File: src/rtl/multi_clock_gen.sv
// Per-channel programmable clock divider with glitch-free, period-aligned limit updates.
// Optional MULTI_CLOCK_GEN_PHASE_SYNC_EN: sync pulse realigns all enabled channels to phase 0.
module multi_clock_gen #(
  parameter int CLK_IN_HZ    = 100000000,
  parameter int CHANNELS     = 4,
  parameter int DIV_WIDTH    = 24,
  parameter int DEFAULT_FREQ = 60
) (
  input  logic                                            clk_in,
  input  logic                                            reset,
  input  logic [CHANNELS-1:0]                             en,
  input  logic                                            cfg_valid,
  output logic                                            cfg_ready,
  input  logic [(CHANNELS > 1 ? $clog2(CHANNELS) : 1)-1:0] cfg_chan,
  input  logic [DIV_WIDTH-1:0]                            cfg_half,
  input  logic                                            sync,
  output logic [CHANNELS-1:0]                             clk_out,
  output logic [CHANNELS-1:0]                             tick
);

  localparam int CW = (CHANNELS > 1) ? $clog2(CHANNELS) : 1;
  localparam longint DEF_LIM_I =
    longint'(CLK_IN_HZ) / (longint'(2) * longint'(DEFAULT_FREQ)) - 1;
  localparam logic [DIV_WIDTH-1:0] DEF_LIM = DIV_WIDTH'(DEF_LIM_I);

  if (CHANNELS < 1 || CHANNELS > 16) begin : g_bad_channels
    $error("multi_clock_gen: CHANNELS must be in 1..16");
  end
  if (DEF_LIM_I < 0 || DEF_LIM_I > (longint'(1) << DIV_WIDTH) - 1) begin : g_bad_default
    $error("multi_clock_gen: default half-period limit does not fit DIV_WIDTH");
  end

  logic [DIV_WIDTH-1:0] act_lim  [CHANNELS];
  logic [DIV_WIDTH-1:0] cnt      [CHANNELS];
  logic [DIV_WIDTH-1:0] pend_lim [CHANNELS];
  logic [CHANNELS-1:0]  pend;
  logic [CHANNELS-1:0]  xfer;
  logic                 sync_hit;

`ifdef MULTI_CLOCK_GEN_PHASE_SYNC_EN
  assign sync_hit = sync;
`else
  logic unused_sync;
  assign unused_sync = sync;
  assign sync_hit    = 1'b0;
`endif

  // Decoding by loop leaves out-of-range channel numbers with cfg_ready low.
  always_comb begin
    cfg_ready = 1'b0;
    xfer      = '0;
    for (int unsigned i = 0; i < CHANNELS; i++) begin
      if (cfg_chan == CW'(i)) begin
        cfg_ready = ~pend[i];
        xfer[i]   = cfg_valid & ~pend[i];
      end
    end
  end

  always_ff @(posedge clk_in or negedge reset) begin
    if (!reset) begin
      for (int unsigned i = 0; i < CHANNELS; i++) begin
        act_lim[i]  <= DEF_LIM;
        cnt[i]      <= '0;
        pend_lim[i] <= '0;
      end
      pend    <= '0;
      clk_out <= '0;
      tick    <= '0;
    end else begin
      for (int unsigned i = 0; i < CHANNELS; i++) begin
        tick[i] <= 1'b0;
        if (!en[i] || sync_hit) begin
          cnt[i]     <= '0;
          clk_out[i] <= 1'b0;
          if (pend[i]) begin
            act_lim[i] <= pend_lim[i];
            pend[i]    <= 1'b0;
          end
        end else if (cnt[i] == act_lim[i]) begin
          cnt[i]     <= '0;
          clk_out[i] <= ~clk_out[i];
          tick[i]    <= ~clk_out[i];
          // Falling edge closes a full period: the only point a new limit may take over.
          if (clk_out[i] && pend[i]) begin
            act_lim[i] <= pend_lim[i];
            pend[i]    <= 1'b0;
          end
        end else begin
          cnt[i] <= cnt[i] + 1'b1;
        end
        if (xfer[i]) begin
          pend_lim[i] <= cfg_half;
          pend[i]     <= 1'b1;
        end
      end
    end
  end

endmodule

File: config.mk
export PLATFORM = sky130hd
export DESIGN_NAME = multi_clock_gen
export DESIGN_NICKNAME = d
export VERILOG_FILES = /design/src/rtl/multi_clock_gen.sv
export SDC_FILE = /design/constraint.sdc
export NUM_CORES = 1
export LEC_CHECK = 0
export ABC_AREA = 1
export CAP_MARGIN = 20
export CELL_PAD_IN_SITES_DETAIL_PLACEMENT = 0
export CELL_PAD_IN_SITES_GLOBAL_PLACEMENT = 2
export CORE_MARGIN = 3
export CORE_UTILIZATION = 39
export CTS_BUF_LIST = sky130_fd_sc_hd__clkbuf_4 sky130_fd_sc_hd__clkbuf_8
export CTS_CLUSTER_DIAMETER = 100
export DETAILED_ROUTE_END_ITERATION = 6
export DONT_BUFFER_PORTS = 1
export PLACE_DENSITY = 0.88
export SETUP_SLACK_MARGIN = 0.15
export SLEW_MARGIN = 20
export SYNTH_ARGS = -nofsm -noshare
export SYNTH_HDL_FRONTEND = slang
export SYNTH_SLANG_ARGS = --single-unit
File: constraint.sdc
create_clock -name clk_in -period 1.95 [get_ports clk_in]
set_input_delay 0.39 -clock clk_in [delete_from_list [all_inputs] [get_ports clk_in]]
set_output_delay 0.39 -clock clk_in [all_outputs]
set_load 0.02 [all_outputs]
After elaboration in Yosys (flattened, before gate mapping) --
Cells that the tools add are included. W data, S select, Z words.
Storage, ports and cells: flip-flop bits (word level) 300, bits of input ports 34, logic and storage cells 141
Cells by class: add/sub/neg operators 4, equality and inequality tests 23, multiplexer cells 64, bitwise gates (word level) 12, reductions and logical operators 17
Operators by type and width (count):
- $mux W24 | 24
- $add A24 B1 Y24 const B | 4
- $eq A24 B24 Y1 | 4
- $mux W1 | 40
- $ne A3 B1 Y1 const B | 8
- $ne A2 B1 Y1 const B | 8
- $reduce_and A3 Y1 | 4
- $not A1 Y1 | 8
- $reduce_and A2 Y1 | 4
- $reduce_bool A2 Y1 | 4
- $and A1 B1 Y1 | 4
- $eq A2 B2 Y1 const B | 2
- $logic_and A1 B1 Y1 | 4
- $eq A2 B1 Y1 const B | 1
- $logic_not A2 Y1 | 1

Depth between registers and ports, before layout --
Gate-level depths: netlist (run 1).
word-level depth 5, mapped depth 12

Worst setup path after synthesis (run 1) --
OpenSTA, ideal clock, no wires.
path type reg-to-reg, start register cnt[24] (netlist bit), end register cnt[36] (netlist bit), setup time 118 ps, arrival 1509 ps, data required time 1832 ps, slack 322 ps, cell stages (with the launch flop) 9, path buffers 0, cells stage by stage dfrtp_1 ha_1 nand3_1 nor2_2 nand3_1 or2_1 nor2_4 xor2_1 nor2_1
On the way: cells in the longest elaborated chain, start to end 3
Ends and longest elaborated chain:
- start, declared | RTL line 34 | logic [DIV_WIDTH-1:0] cnt [CHANNELS];
- start signal, assigned by index | RTL line 90 | cnt[i] <= cnt[i] + 1'b1;
- $add A24 B1 Y24 / $eq A24 B24 Y1 (equally long branches) | RTL line 90, 80
- $mux W24 * | RTL line 80 | end else if (cnt[i] == act_lim[i]) begin
- $mux W24 * | RTL line 73 | if (!en[i] || sync_hit) begin
Every way passes the cells marked *; elsewhere a longest branch is shown, timed or not. A chain may end at the register's enable or synchronous reset.

Final worst setup path (run 1) --
start register pend[3], end output port cfg_ready
On the way: cells in the longest elaborated chain, start to end 2
Ends and longest elaborated chain:
- start, declared | RTL line 36 | logic [CHANNELS-1:0] pend;
- start signal, assigned | RTL line 67 | pend <= '0;
- start signal, assigned by index | RTL line 78 | pend[i] <= 1'b0;
- start signal, assigned by index | RTL line 87 | pend[i] <= 1'b0;
- $not A1 Y1 | RTL line 54 | cfg_ready = ~pend[i];
- $mux W1 | RTL line 53 | if (cfg_chan == CW'(i)) begin
- end, declared | RTL line 13 | output logic cfg_ready,
No other way between the ends.

==> flow_summary_export.csv, run 1 <==
group,metric,value,unit
route,highest_layer,"met4",
global_routing,grt-ovfl-total,0,
route,antenna_left,0,
pwr,power.density,1130,mW/mm2
floorplan,die_y,200,um
floorplan,die_w,200,um
clocking,clock_path_buffers,3,
place,post_dp_cell_area,0.0155,mm2
clocking,clockRootBuffer,"clkbuf_8",
sta,setup_violations,0,
route,dr_wl_met3,2300,um
pwr,internal_power,14.4,mW
route,drc,6,
sta,max_freq,0.522,GHz
route,vias,12460,
global_routing,first_global_vias,11627,
setup_path,cp.arrival,1530,ps
sta,fin_skew,48.6,ps
sta,fin_hold_ws,-530,ps
setup_path,crit_path_end,"cfg_ready",
setup_path,crit_buf_inv,1,
clocking,clk_pin_slew_worst_paths,60,ps
pwr,p_switching,7.00,mW
global_routing,grt_pass1_wl,62100,um
route,vias_per_cell,4.77,
setup_path,cpLargestDelayFamily,"flip-flops",
pwr,seq_power_share,44.9,%
min_path,hp-class,"input port to async pin",
setup_path,crit_cells,3,
sta,period_share,98.3,%
sta,tightest_slew,635,ps
setup_path,r2r_cells,12,
cells_and_area,final_cell_area,0.0190,mm2
synth,synth_area_per_cell,7.56,um2
setup_path,max_stage_delay,380,ps
pwr,p_leak,9.08,nW
place,gp_congestion,0.820,
sta,finalCriticalPeriod,1920,ps
setup_path,startpoint,"pend[3]",
setup_path,cp_slowest_cell,"dfrtp_1",
route,routed_wire_length_per_instance,15.9,um
floorplan,start_util,39.9,%
cells_and_area,area_growth,28.7,%
place,place_ws,-4.05,ps
sta,slew_violations,0,
pwr,ir_worst_vdd,534,uV
route,drt_pre_antenna_iters,7,
sta,fin_ws,34.0,ps
global_routing,antenna_found_initial,2,
pwr,totalPowerFinal,21.4,mW
setup_path,r2r-end,"act_lim[40]",
pwr,power.share.switching,32.8,%
setup_path,start_kind,"register",
synth,synth_compound_area_share,3.79,%
pwr,clkPwrFrac,32.0,%
route,wl_met2,19100,um
run_status,outcome,"finished with violations",
synth,syn_area,0.0147,mm2
clocking,clk_latency,650,ps
synth,synthMuxAreaShare,0,%
clocking,ctsHoldBuffers,4,
setup_path,crit_type,"register to output pin",
setup_path,cp_data_required_time,1560,ps
synth,synth_top_family_by_area,"simple AND/OR/NAND/NOR gates",
floorplan,die_area,0.0401,mm2
global_routing,globalRouteTotalUtil,19.2,%
global_routing,grt_max_degree,301,
route,routed_wl,41600,um
synth,synth_seq_area_share,51.3,%
cells_and_area,drive_gt1_share,25.2,%
synth,yosys.area_share.adder,0.340,%
sta,finalHoldViolations,300,
synth,yosysWarnings,0,
synth,synthSimpleGateAreaFrac,32.5,%
setup_path,critical_path_peak_fanout,3,
setup_path,reg2reg_slack,90,ps
setup_path,critPathCaptureType,"output pin",
pwr,combPwrFrac,23.1,%
run,cap_violations,0,
place,hpwlAfterDp,25600,um
synth,synthesis.nets,1986,
clocking,cts_tree,"yes",
synth,synth_cell_type_count,30,
synth,synth-xor-area-share,3.27,%
cells_and_area,final_util,51.3,%
place,port_buffers,0,
setup_path,r2r_start,"act_lim[28]",
setup_path,path_cells,"inv_2 -> nand3_2 -> nand4_1",
clocking,clock_sinks,300,
floorplan,num_rows,70,
route,wl_met1,19400,um
run_status,violations,"design-rule violations, negative hold slack",
synth,syn_inst,1948,
route,dr.first_iter.drc_count,804,
sta,rsz0062_at_grt,"true",
cells_and_area,final_nets,2100,
clocking,cts_inserted_buffers,54,
sta,relSlewSlack,57.6,%
floorplan,io_pins,43,
floorplan,core,0.0370,mm2
synth,synth_seq_cells,300,
clocking,h-tree-depth,2,
-- cell families (layout without fill, tap and decap cells) --
logic type	count (synthesis)	count (layout)
compound gates	111	111
xor+xnor	55	55
fa+ha+maj	4	4
buf+inv	308	461
flops	300	300
other cells	0	1
simple gates	1170	1176
-- what timing repair did --
action                                  CTS  global route
setup buffers                             7            29
resized for setup                        21           356
endpoints found under the hold margin   314           300
gates cloned                              1            21
endpoints found under the setup margin  134           177
pin swaps                                 6           112
-- Yosys cell counts (all sizes together) --
cell / n / area, um2
a21oi: 10 / 50.1
and3: 1 / 6.26
buf: 29 / 248
clkbuf: 27 / 101
dfrtp: 256 / 6410
dfstp: 44 / 1160
ha: 4 / 50.1
inv: 252 / 946
nand2: 678 / 2570
nand3: 141 / 716
nand4: 21 / 131
nor2: 266 / 1020
nor3: 58 / 317
nor4: 2 / 12.5
o21ai: 100 / 500
o21bai: 1 / 7.51
or2: 3 / 18.8
xnor2: 3 / 26.3
xor2: 52 / 455
-- area by class of cell --
type,count,area (um2)
Antenna cell,1,2.50
Clock buffer,89,1120
Clock inverter,12,145
Fill cell,3649,18000
Inverter,252,971
Multi-Input combinational cell,1346,7180
Sequential cell,300,7570
Tap cell,504,631
Timing Repair Buffer,108,1350
-- worst min path at each step --
stage | startpoint | endpoint | slack (ps) | cells past startpoint
floorplan | reset | act_lim[0] | 90 | 0
global placement | reset | cnt[15] | 110 | 0
detailed placement | reset | cnt[14] | 120 | 0
CTS | reset | act_lim[0] | -600 | 0
global route | reset | cnt[14] | -570 | 0
finish | reset | cnt[14] | -530 | 0
-- through the flow --
stage	instances	TNS (ps)
CTS	2561	0
detailed placement	2448	-7.90
floorplan	1948	0
global route	2611	-675
finish	2612	0
global placement	2448	0
-- power groups by stage --
stage / logic [mW] / registers [mW] / clock network [mW]
after floorplan: 2.99 / 9.03 / 0
after global placement: 3.69 / 9.43 / 0
after detailed placement: 3.80 / 9.47 / 0
after CTS: 3.93 / 9.38 / 7.02
after global routing: 5.69 / 9.81 / 7.32
final: 4.93 / 9.59 / 6.84
-- per-layer routing --
| layer | track usage, % | vias up |
|---|---|---|
| met4 | 6.32 | 0 |
| met3 | 3.87 | 66 |
| li1 | - | 6258 |
| met5 | 0 | - |
| met2 | 29.9 | 266 |
| met1 | 27.1 | 5870 |
-- layout by cell type (no fill, tap or decap), drive strengths merged --
cell type    instances
nand3              141
inv                253
nor4                 2
o21ai              100
nor3                58
nor2               266
dlygate4sd3          4
nand2              684
dfstp               44
buf                 92
xor2                52
a21oi               10
dfrtp              256
clkinv               8
clkbuf             101
diode                1
bufinv               3
nand4               21
and3                 1
xnor2                3
or2                  3
o21bai               1
ha                   4
-- registers in the layout, indices dropped and copies added (netlist names) --
| register | flops |
|---|---|
| act_lim | 96 |
| clk_out | 4 |
| cnt | 96 |
| pend | 4 |
| pend_lim | 96 |
| tick | 4 |
(Power assumes the default switching activity.)
==> run 2: changes to the inputs <==
--- a/config.mk
+++ b/config.mk
@@ -9,6 +9,7 @@
 export CAP_MARGIN = 20
 export CELL_PAD_IN_SITES_DETAIL_PLACEMENT = 0
 export CELL_PAD_IN_SITES_GLOBAL_PLACEMENT = 2
+export CORE_ASPECT_RATIO = 0.6
 export CORE_MARGIN = 3
 export CORE_UTILIZATION = 39
 export CTS_BUF_LIST = sky130_fd_sc_hd__clkbuf_4 sky130_fd_sc_hd__clkbuf_8
==> run 2 against run 1 <==
Clock-buffer cell count fell by 13; critical path depth up 4; largest power group unchanged; sequential share of layout area increased by 1.8 points; utilization decreased by 2.0 points; clock power is 9.5% lower; maximum frequency rose by 4.2%; clock skew decreased by 24 ps; power decreased by 3.6%; wire length up 2.8%; the flow finishes with violations (negative hold slack); global-route usage grew 1.1 points; via count fell by 0.30%; non-clock buffer count fell by 9.
==> flow_summary_export.csv, run 2 (same netlist as run 1, synthesis figures left out) <==
group,metric,value,unit
cells_and_area,drive_gt1_share,21.7,%
sta,finalCriticalPeriod,1840,ps
route,vias_per_cell,4.80,
sta,slew_violations,0,
setup_path,cp_slowest_cell,"dlygate4sd3_1",
clocking,clock_path_buffers,3,
floorplan,start_util,40.0,%
floorplan,die_y,157,um
floorplan,die_w,257,um
cells_and_area,area_growth,23.1,%
cells_and_area,n_antenna_cell,0,
global_routing,antenna_found_initial,3,
place,port_buffers,0,
place,hpwlAfterDp,27600,um
setup_path,crit_type,"input port to register",
clocking,clk_pin_slew_worst_paths,70,ps
route,antenna_left,0,
run_status,violations,"negative hold slack",
sta,fin_ws,111,ps
sta,setup_violations,0,
pwr,ir_worst_vdd,535,uV
setup_path,start_kind,"input port",
cells_and_area,final_nets,2086,
cells_and_area,num-fill-cells,3614,
clocking,cts_inserted_buffers,47,
floorplan,num_rows,54,
setup_path,cp.arrival,2360,ps
clocking,cts_tree,"yes",
setup_path,critical_path_peak_fanout,15,
clocking,clk_latency,600,ps
run,cap_violations,0,
sta,rsz0062_at_grt,"true",
sta,finalHoldViolations,265,
cells_and_area,final_cell_area,0.0181,mm2
setup_path,cp_data_required_time,2470,ps
place,place_ws,-26.3,ps
global_routing,grt-ovfl-total,0,
pwr,p_leak,8.84,nW
sta,max_freq,0.544,GHz
global_routing,first_global_vias,11179,
cells_and_area,final_util,49.3,%
place,post_dp_cell_area,0.0155,mm2
setup_path,path_cells,"dlygate4sd3_1 -> inv_1 -> nor2_1 -> nor2_2 -> buf_4 -> nand3_1 -> nand2_1",
sta,tightest_slew,1020,ps
sta,period_share,94.3,%
clocking,clock_sinks,300,
setup_path,max_stage_delay,690,ps
pwr,power.density,1140,mW/mm2
route,vias,12422,
floorplan,io_pins,43,
global_routing,grt_max_degree,301,
route,drc,0,
setup_path,critPathCaptureType,"register",
global_routing,globalRouteTotalUtil,20.3,%
clocking,clockRootBuffer,"clkbuf_8",
global_routing,grt_pass1_wl,63700,um
route,routed_wire_length_per_instance,16.5,um
floorplan,core,0.0368,mm2
sta,fin_hold_ws,-515,ps
clocking,h-tree-depth,2,
cells_and_area,final_common_cell,"nand2_1",
sta,fin_skew,24.6,ps
cells_and_area,reg_top3,"act_lim: 96 flops, cnt: 96 flops, pend_lim: 96 flops",
floorplan,die_area,0.0402,mm2
route,drt_pre_antenna_iters,5,
sta,finalSetupTns,0,ps
run_status,outcome,"finished with violations",
route,dr.first_iter.drc_count,1028,
place,gp_congestion,0.862,
cells_and_area,final_cell_mix,"nand2_1 (598), dfrtp_1 (248), inv_1 (222)",
min_path,hp-class,"input port to async pin",
sta,relSlewSlack,32.2,%
route,routed_wl,42800,um
==> run 2: repair_timing <==
item | 4_1_cts | 5_1_grt
endpoints found under the hold margin | 308 | 301
hold buffers | 4 | 1
endpoints found under the setup margin | 144 | 192
pin swaps | 8 | 56
buffers inserted | 6 | 16
cloned | 0 | 20
resized for setup | 29 | 236
==> run 2: routing by layer <==
layer,vias to the layer above,share of wire (%),global-route usage (%),wire [um]
met5,-,0,0,0
met4,0,1.8,4.99,750
met3,58,4.5,3.28,1940
met2,224,39,27.6,16700
met1,5921,55,32.9,23400
li1,6219,-,-,-
==> run 2: path summary, 6_finish.rpt <==
check	depth (start not counted)	startpoint	slack (ps)	endpoint
setup reg to reg	11	act_lim[77]	140	cnt[75]
min in group clk_in	2	cfg_half[14]	80	pend_lim[14]
max in group asynchronous	0	reset	1590	cnt[52]
hold reg to reg	2	act_lim[50]	470	act_lim[50]
setup / recovery	7	en[2]	110	act_lim[34]
hold / removal	0	reset	-520	cnt[22]
==> run 2: critical path: cells and delay by family <==
kind	cells	cell delay (ps)
buffers and inverters	3	1150
and+or+nand+nor	4	820
==> run 2: layout make-up <==
cell class	count	area [um2]	share of cell area (%)
sequential	300	7570	41.7
clock buffer	76	927	5.11
clock inverter	8	143	0.786
multi-input combinational	1348	6800	37.5
timing repair buffer	99	1120	6.17
tap	504	631	3.48
inverter	252	948	5.23
==> run 2: report_power, final <==
part	switching (mW)	internal (mW)	total (mW)
clock network	2.66	3.53	6.19
logic	2.72	2.07	4.79
registers	1.47	8.14	9.61
total	6.86	13.7	20.6
==> run 2: per-stage QoR <==
step | std cells | hold slack (ps) | power (mW)
floorplan | 1948 | 94.4 | 12.0
global placement | 2456 | 104 | 13.2
detailed placement | 2456 | 104 | 13.3
CTS | 2550 | -562 | 19.7
global route | 2587 | -564 | 22.0
finish | 2587 | -515 | 20.6
